===== src/rtl/fifo_burst_reader.sv =====
// fifo_burst_reader
//   Reads command-sized bursts out of a show-ahead FIFO and presents the
//   words on a registered valid/ready stream with a last-beat marker.
//   The FIFO's empty flag is one cycle stale, so pops are spaced by at least
//   two cycles (a one-cycle gap follows every pop).
//
// Ports
//   clk, rst        clock, synchronous active-high reset
//   cmd_valid/ready burst command handshake, cmd_len = words to read (0 ok)
//   fifo_data       FIFO head word (show-ahead)
//   fifo_empty      FIFO empty flag (registered, one cycle stale)
//   fifo_next       pop strobe to FIFO
//   out_data/valid/ready/last  output stream
//   busy            burst in progress
//   done            one-cycle pulse after a burst completes
//   stall_cycles    saturating stall counter (FIFO_BURST_READER_STATS_EN),
//                   tied to zero otherwise
//
// Optional feature macro: FIFO_BURST_READER_STATS_EN
module fifo_burst_reader #(
  parameter int DATA_WIDTH = 8,
  parameter int LEN_WIDTH  = 16
) (
  input  logic                  clk,
  input  logic                  rst,
  input  logic                  cmd_valid,
  output logic                  cmd_ready,
  input  logic [LEN_WIDTH-1:0]  cmd_len,
  input  logic [DATA_WIDTH-1:0] fifo_data,
  input  logic                  fifo_empty,
  output logic                  fifo_next,
  output logic [DATA_WIDTH-1:0] out_data,
  output logic                  out_valid,
  input  logic                  out_ready,
  output logic                  out_last,
  output logic                  busy,
  output logic                  done,
  output logic [31:0]           stall_cycles
);

  typedef enum logic [1:0] {
    IDLE   = 2'd0,
    ACTIVE = 2'd1,
    DRAIN  = 2'd2
  } state_t;

  state_t               state, state_n;
  logic [LEN_WIDTH-1:0] remaining;
  logic                 gap;
  logic                 pop;
  logic                 last_pop;

  assign last_pop = (remaining == LEN_WIDTH'(1));
  assign busy     = (state != IDLE);

  always_comb begin
    state_n   = state;
    cmd_ready = 1'b0;
    pop       = 1'b0;
    case (state)
      IDLE: begin
        cmd_ready = 1'b1;
        if (cmd_valid && (cmd_len != '0))
          state_n = ACTIVE;
      end
      ACTIVE: begin
        pop = !fifo_empty && !gap && (!out_valid || out_ready);
        if (pop && last_pop)
          state_n = DRAIN;
      end
      DRAIN: begin
        if (out_valid && out_ready && out_last)
          state_n = IDLE;
      end
      default: state_n = IDLE;
    endcase
  end

  assign fifo_next = pop;

  always_ff @(posedge clk) begin
    if (rst)
      state <= IDLE;
    else
      state <= state_n;
  end

  always_ff @(posedge clk) begin
    if (rst) begin
      remaining <= '0;
      gap       <= 1'b0;
      out_data  <= '0;
      out_valid <= 1'b0;
      out_last  <= 1'b0;
      done      <= 1'b0;
    end else begin
      done <= 1'b0;
      gap  <= 1'b0;
      if ((state == IDLE) && cmd_valid) begin
        if (cmd_len == '0)
          done <= 1'b1;
        else
          remaining <= cmd_len;
      end
      // A pop reloads the output register even when the current beat is
      // being accepted in the same cycle.
      if (pop) begin
        out_data  <= fifo_data;
        out_valid <= 1'b1;
        out_last  <= last_pop;
        remaining <= remaining - LEN_WIDTH'(1);
        gap       <= 1'b1;
      end else if (out_valid && out_ready) begin
        out_valid <= 1'b0;
        out_last  <= 1'b0;
        if ((state == DRAIN) && out_last)
          done <= 1'b1;
      end
    end
  end

`ifdef FIFO_BURST_READER_STATS_EN
  logic [31:0] stall_q;

  always_ff @(posedge clk) begin
    if (rst)
      stall_q <= '0;
    else if ((state == ACTIVE) && !pop && !gap && (stall_q != '1))
      stall_q <= stall_q + 32'd1;
  end

  assign stall_cycles = stall_q;
`else
  assign stall_cycles = '0;
`endif

endmodule

===== config.mk =====
export PLATFORM = sky130hd
export DESIGN_NAME = fifo_burst_reader
export DESIGN_NICKNAME = d
export VERILOG_FILES = /design/src/rtl/fifo_burst_reader.sv
export SDC_FILE = /design/constraint.sdc
export NUM_CORES = 1
export LEC_CHECK = 0
export CORE_MARGIN = 1.5
export CORE_UTILIZATION = 45
export DETAILED_ROUTE_END_ITERATION = 10
export GPL_ROUTABILITY_DRIVEN = 0
export PLACE_DENSITY = 0.85
export SETUP_SLACK_MARGIN = 0.1
export SLEW_MARGIN = 0
export SYNTH_ARGS = -nofsm -noshare
export SYNTH_HDL_FRONTEND = slang
export SYNTH_SLANG_ARGS = --single-unit

===== constraint.sdc =====
create_clock -name clk -period 6.45 [get_ports clk]
set_input_delay 0.645 -clock clk [delete_from_list [all_inputs] [get_ports clk]]
set_output_delay 0.645 -clock clk [all_outputs]
set_load 0.1 [all_outputs]

# Word-level counts from Yosys, hierarchy flattened
# Index checks and enable logic that the tools add are counted.
classes:
  n_reduce_logical: 20
  mux: 18
  n_mul: 0
  n_div: 0
  order_cmp: 0
  addsub: 1
  shifts: 0
  eq_ne: 7
  bitwise_logic: 0
op_table:
  columns: ["cell", "count"]
  rows:
  - ["two-way mux 16 bit", 3]
  - ["equality test 16 x 1 -> 1 bit (second input constant)", 1]
  - ["logical NOT 16 bit", 1]
  - ["nonzero test 16 bit", 1]
  - ["subtractor 16 x 1 -> 16 bit (second input constant)", 1]
  - ["two-way mux 1 bit", 11]
  - ["logical AND 1 bit", 8]
  - ["!= test 2 bit (second input constant)", 4]
  - ["two-way mux 2 bit", 3]
  - ["one-hot mux 2 bit (3 select lines)", 1]
  - ["nonzero test 2 bit", 3]
  - ["logical NOT 1 bit", 3]
  - ["AND reduction 3 bit", 1]
  - ["equality test 2 x 1 -> 1 bit (second input constant)", 1]
  - ["equality test 2 bit (second input constant)", 1]
  - ["logical NOT 2 bit", 1]
  - ["AND reduction 2 bit", 1]
  - ["logical OR 1 bit", 1]
word_totals:
  memories: 0
  latch_bits: 0
  inputBits: 29
  word_cells: 53
  ram_bits: 0
  out_inout_bits: 46
  regBits: 30
  rom_bits: 0

# Longest topological paths before layout
# Gate-level depths: netlist (run 1).
logic_depth:
  depth_word: 6
  mapped_depth: 7

# Least setup slack after synthesis (run 1)
# OpenSTA, ideal clock, no wires.
synth_path:
  path_kind: "reg-to-output"
  from: "reg out_valid"
  to: "out fifo_next"
  arrival_time_ns: 2.607
  stages_incl_launch_ff: 6
  slack_ns: 3.198
  cell_sequence: "dfxtp_1 nand2b_1 nand3_1 inv_1 clkbuf_1 buf_1"
synth_between:
  elab_chain_len: 4
synth_rtl:
  columns: ["element", "line", "source"]
  rows:
  - ["start, declared", "33", "output logic out_valid,"]
  - ["start signal, assigned", "93", "out_valid <= 1'b0;"]
  - ["start signal, assigned", "109", "out_valid <= 1'b1;"]
  - ["start signal, assigned", "114", "out_valid <= 1'b0;"]
  - ["logical NOT 1 bit", "67", "pop = !fifo_empty && !gap && (!out_valid || out_ready);"]
  - ["logical OR 1 bit", "67", null]
  - ["logical AND 1 bit", "67", null]
  - ["two-way mux 1 bit", "60", "case (state)"]
  - ["end, declared", "31", "output logic fifo_next,"]
# No other way between the ends.

# Worst setup path in the final report (run 1)
layout_path:
  from: "in out_ready"
  to: "out fifo_next"
layout_between:
  elab_chain_len: 3
layout_rtl:
  columns: ["element", "line", "source"]
  rows:
  - ["start, declared", "34", "input logic out_ready,"]
  - ["logical OR 1 bit", "67", null]
  - ["logical AND 1 bit", "67", null]
  - ["two-way mux 1 bit", "60", null]
# No other way between the ends.

==> metrics, run 1 <==
area growth from synthesis to final layout 24.5%; count of routing violations after the opening detailed-route iteration 131; area enclosed by the die boundary 4120 um2; number of detailed-route iterations in the first pass 4; post-CTS clock slew at the launch and capture registers of the worst setup and hold paths 60 ps; sum of negative setup slack 0 ps; via count of the first global-routing pass 1415; wire length of the first global-routing pass 6400 um; period utilisation layout 0.686; reg-to-reg critical path startpoint state[0]; RSZ-0062 raised after global routing no; Reg-to-Reg End remaining[9]; maximum VDD drop 155 uV; Buffers on Ports 42; cts bufs inserted 5; htree depth 2; relative slew slack 0.238; worst clock skew 10.3 ps; highest clock rate 0.226 GHz; area inside the core boundary 3630 um2; total length of routed wires 3980 um; required time of the critical path 5800 ps; I/O pin total 75; leakage power total 0.781 nW; count of max-cap constraint violations 0; residual overflow from global routing 0; CTS resizes 0; number of distinct library cells after synthesis 42; critical path class in -> out; filler instances 343; number of cells traversed by the worst register-to-register path 6; number of placement rows 22; TritonCTS clock tree done; endpoint of the worst setup timing path fifo_next; overall die width 64.2 um; post-CTS repair timing setup buffer count 0; Register Area 601 um2; crit path capture type output port; shortest clock period the worst path allows after layout 4420 ps; hold-fix buffers at CTS 0; Root Buffer clkbuf_8; largest net degree at the start of global routing 31; sequential-to-total area share from yosys stat 0.356; final setup violation count 0; area of combinational cells with multiple inputs 900 um2; result of the run completed; DIE HEIGHT 64.2 um; Detail Placement HPWL 2750 um; initial standard-cell utilization of the core 0.464; Yosys warning count 0; total power 0.572 mW; remaining design rule violation count 0; Final Net Count 280; proportion of register bits with asynchronous set or reset after synthesis 0; critical path launch point type input port; Worst Tran Pin Value 1140 ps; post-synth design cell area 1690 um2; share of final-layout standard cells stronger than drive strength 1 0.0640; number of diodes added for antenna fixing 0; final number of hold-violating endpoints 0; Max Fanout on Critical Path 24; Data arrival, critical path 3780 ps; Post-synth EDFFs 0; total track usage 0.198; number of instances in the synthesized netlist 211; worst reg2reg setup slack 3870 ps; CTS sink cnt 30; critical path launch point out_ready; insertion delay to the later sink of the worst-skew pair 290 ps; synthesized area per cell 7.99 um2; commonest non-fill, non-tap cells in the layout clkdlybuf4s50_1, conb_1, dfxtp_1, nand2_1, a21oi_1; maximum clock path buffer count 2; number of flip-flops and latches in the synthesized netlist 30; most frequent standard cell in the layout excluding fill and tap cells clkdlybuf4s50_1; kind of path behind the tightest hold check reg -> reg; Final Max Tran Viols 0; post-detailed-route count of antenna-violating nets 0; PwrDens 273 nW/um2; antenna violations before repair 0; most frequently used flop master after synthesis dfxtp_1; routed wirelength normalized by instance count 13.3 um; drt via density 5.40; vias post-DR 1610
## metrics by stage
stage               cell area (um2)  hold slack [ps]  utilization  worst slack [ps]  std cells
floorplan                      1800              438            -              3200        242
global placement               2000              448        0.551              2130        290
detailed placement             2000              449        0.551              2060        290
CTS                            2100              458        0.577              2040        298
global route                   2100              477        0.577              1840        298
finish                         2100              456        0.577              2030        298
## registers in the layout, indices dropped and copies added, names as in the netlist
register / count
remaining: 16
out_valid: 1
out_last: 1
done: 1
out_data: 8
gap: 1
state: 2
## cells in the mapped netlist, drive strengths merged (2+ instances only)
cell / number / area share
a211oi: 3 / 0.013
a21oi: 22 / 0.070
a22oi: 2 / 0.0089
a2bb2oi: 2 / 0.010
a31oi: 6 / 0.022
buf: 34 / 0.15
clkbuf: 8 / 0.018
dfxtp: 30 / 0.36
ha: 2 / 0.015
inv: 6 / 0.013
nand2: 24 / 0.055
nand3: 10 / 0.030
nand4: 7 / 0.026
nor2: 13 / 0.029
nor3: 4 / 0.012
nor4: 6 / 0.022
nor4b: 2 / 0.019
o211ai: 3 / 0.013
o21ai: 5 / 0.015
o221a: 2 / 0.013
o311ai: 2 / 0.010
or4: 4 / 0.020
## layer usage
layer  up-vias  GRT usage  part of all wire
li1        776          -                 -
met3        17     0.0528             0.076
met5         -          0                 0
met1       734      0.240              0.40
met4         0     0.0984             0.027
met2        83      0.323              0.50
## area by class of cell
class                           count  share of cell area
Timing Repair Buffer               42               0.200
Clock inverter                      2             0.00596
Multi-Input combinational cell    164               0.429
Tap cell                           48              0.0286
Clock buffer                        6              0.0394
Sequential cell                    30               0.286
Inverter                            6              0.0107
## report_power, final
group | switching (mW) | internal (mW)
combinational | 0.159 | 0.0447
clock | 0.0733 | 0.0856
sequential | 0.0122 | 0.198
total | 0.244 | 0.328
## how the worst min path moves through the flow
stage,from,end,slack (ps),depth (start not counted)
6_report,out_data[2],out_data[2],460,2
5_1_grt,out_data[5],out_data[5],480,2
4_1_cts,out_data[2],out_data[2],460,2
3_5_place_dp,out_data[2],out_data[2],450,2
3_3_place_gp,out_data[7],out_data[7],450,2
2_1_floorplan,state[0],done,440,1
## critical path, stage by stage
cell,delay [ps]
clkdlybuf4s50_1,510
nand2b_1,190
nand3_1,440
inv_1,720
clkdlybuf4s50_1,1260
## logic make-up after synthesis
| group | synth area share |
|---|---|
| compound gates | 0.196 |
| xor+xnor | 0.00520 |
| fa+ha+maj | 0.0148 |
| buf+inv | 0.179 |
| flops | 0.356 |
| other cells | 0.00223 |
| simple gates | 0.246 |
Note: power is estimated with default switching activity, not from simulation.
==> run 2, diff against run 1 <==
--- a/config.mk
+++ b/config.mk
@@ -6,10 +6,10 @@
 export NUM_CORES = 1
 export LEC_CHECK = 0
 export CORE_MARGIN = 1.5
-export CORE_UTILIZATION = 45
+export CORE_UTILIZATION = 38
 export DETAILED_ROUTE_END_ITERATION = 10
 export GPL_ROUTABILITY_DRIVEN = 0
-export PLACE_DENSITY = 0.85
+export PLACE_DENSITY = 0.77
 export SETUP_SLACK_MARGIN = 0.1
 export SLEW_MARGIN = 0
 export SYNTH_ARGS = -nofsm -noshare
==> constraint.sdc (replaced) <==
create_clock -name clk -period 3.9 [get_ports clk]
set_input_delay 0.39 -clock clk [delete_from_list [all_inputs] [get_ports clk]]
set_output_delay 0.39 -clock clk [all_outputs]
set_load 0.1 [all_outputs]
==> metrics, run 2 (synthesized netlist as in run 1, its figures left out) <==
Final Net Count 281; Data arrival, critical path 2180 ps; critical path's slowest cell inv_1; net switching share of the total power 0.408; share of final-layout standard cells stronger than drive strength 1 0.0717; drt via density 5.24; relative contribution of combinational cells to total power 0.338; highest clock rate 0.390 GHz; TritonCTS clock tree done; number of detailed-route iterations in the first pass 4; cts bufs inserted 5; htree depth 2; final number of hold-violating endpoints 0; Max Fanout on Critical Path 24; area growth from synthesis to final layout 25.9%; worst clock skew 5.31 ps; Worst Tran Pin Value 1110 ps; antenna violations before repair 0; leakage power total 0.798 nW; period utilisation layout 0.658; remaining design rule violation count 0; maximum single-stage delay on the critical path 560 ps; share of power burned in registers 0.349; number of placement rows 24; critical path launch point type input port; number of diodes added for antenna fixing 0; total power 0.995 mW; most frequent standard cell in the layout excluding fill and tap cells clkdlybuf4s50_1; net switching component of the power 0.406 mW; maximum VDD drop 233 uV; shortest clock period the worst path allows after layout 2570 ps; I/O pin total 75; relative slew slack 0.259; commonest non-fill, non-tap cells in the layout clkdlybuf4s50_1, conb_1, dfxtp_1, nand2_1, a21oi_1; CTS sink cnt 30; overall die width 69.6 um; fraction of power consumed by the clock network 0.314; post-CTS repair timing setup buffer count 0; Final Max Tran Viols 0; DIE HEIGHT 69.6 um; internal power summed over all cells 0.589 mW; hold-fix buffers at CTS 0; cell family with the largest share of critical-path delay buffers and inverters; result of the run completed; crit path cell chain clkdlybuf4s50_1 > nand2b_1 > nand3_1 > inv_1 > buf_4; area inside the core boundary 4320 um2; residual overflow from global routing 0; post-CTS clock slew at the launch and capture registers of the worst setup and hold paths 70 ps; count of routing violations after the opening detailed-route iteration 104; insertion delay to the later sink of the worst-skew pair 290 ps; flip-flop count of the largest register, all copies and words added 16; Top Registers remaining: 16 flops, out_data: 8 flops, state: 2 flops; kind of path behind the tightest hold check reg -> reg; total track usage 0.166; Buffers on Ports 42; maximum clock path buffer count 2; vias post-DR 1587; crit path capture type output port; WP buf/inv 3; register bank with the most flops remaining; total length of routed wires 3920 um; routed wirelength normalized by instance count 12.9 um; largest net degree at the start of global routing 31; initial standard-cell utilization of the core 0.390; post-detailed-route count of antenna-violating nets 0; required time of the critical path 3510 ps; PwrDens 469 nW/um2; via count of the first global-routing pass 1462; RSZ-0062 raised after global routing no; area enclosed by the die boundary 4840 um2; wire length of the first global-routing pass 6450 um; critical path class in -> out; final setup violation count 0; count of max-cap constraint violations 0; Root Buffer clkbuf_8; sum of negative setup slack 0 ps; Detail Placement HPWL 2710 um; CTS resizes 0
## run 2: through the flow
step | instance area (um2) | std cells | setup WS (ps) | util | hold slack, ps
2_1_floorplan | 1800 | 242 | 903 | - | 438
3_3_place_gp | 2010 | 295 | 1380 | 0.466 | 441
3_5_place_dp | 2010 | 295 | 1340 | 0.466 | 449
4_1_cts | 2120 | 303 | 1330 | 0.491 | 456
5_1_grt | 2120 | 303 | 1140 | 0.491 | 481
6_report | 2120 | 303 | 1330 | 0.491 | 454
## run 2: power by group through the flow
stage                     Combinational [mW]  Clock, mW  Sequential, mW
after CTS                              0.336      0.316           0.346
final                                  0.336      0.312           0.347
after global routing                   0.356      0.332           0.349
after detailed placement               0.333          0           0.353
after floorplan                        0.268          0           0.377
after global placement                 0.331          0           0.352
## run 2: final timing paths
check             cells after the start          from  slack, ps     endpoint
hold / removal                        2   out_data[6]        450  out_data[6]
setup / recovery                      5     out_ready       1330    fifo_next
setup reg to reg                      5  remaining[2]       1630     state[1]
hold reg to reg                       2   out_data[6]        450  out_data[6]
## run 2: final cells by class
cell class / instances / area, um2
clock buffers: 5 / 68.8
clock inverters: 3 / 40.0
fillers: 436 / 2200
inverters: 6 / 22.5
multi-input cells: 164 / 900
flip-flops and latches: 30 / 601
well taps: 52 / 65.1
repair buffers: 43 / 425
## run 2: worst min-delay path: stages, from the launching register on
cell and delay [ps]:
dfxtp_1 310, nand2_1 50, a21oi_1 50
## run 2: layer usage
layer	vias up	part of all wire	wire length (um)	track usage
li1	777	-	-	-
met1	745	0.45	1770	0.205
met2	59	0.47	1850	0.268
met3	6	0.066	257	0.0625
met4	0	0.010	40	0.0479
met5	-	0	0	0
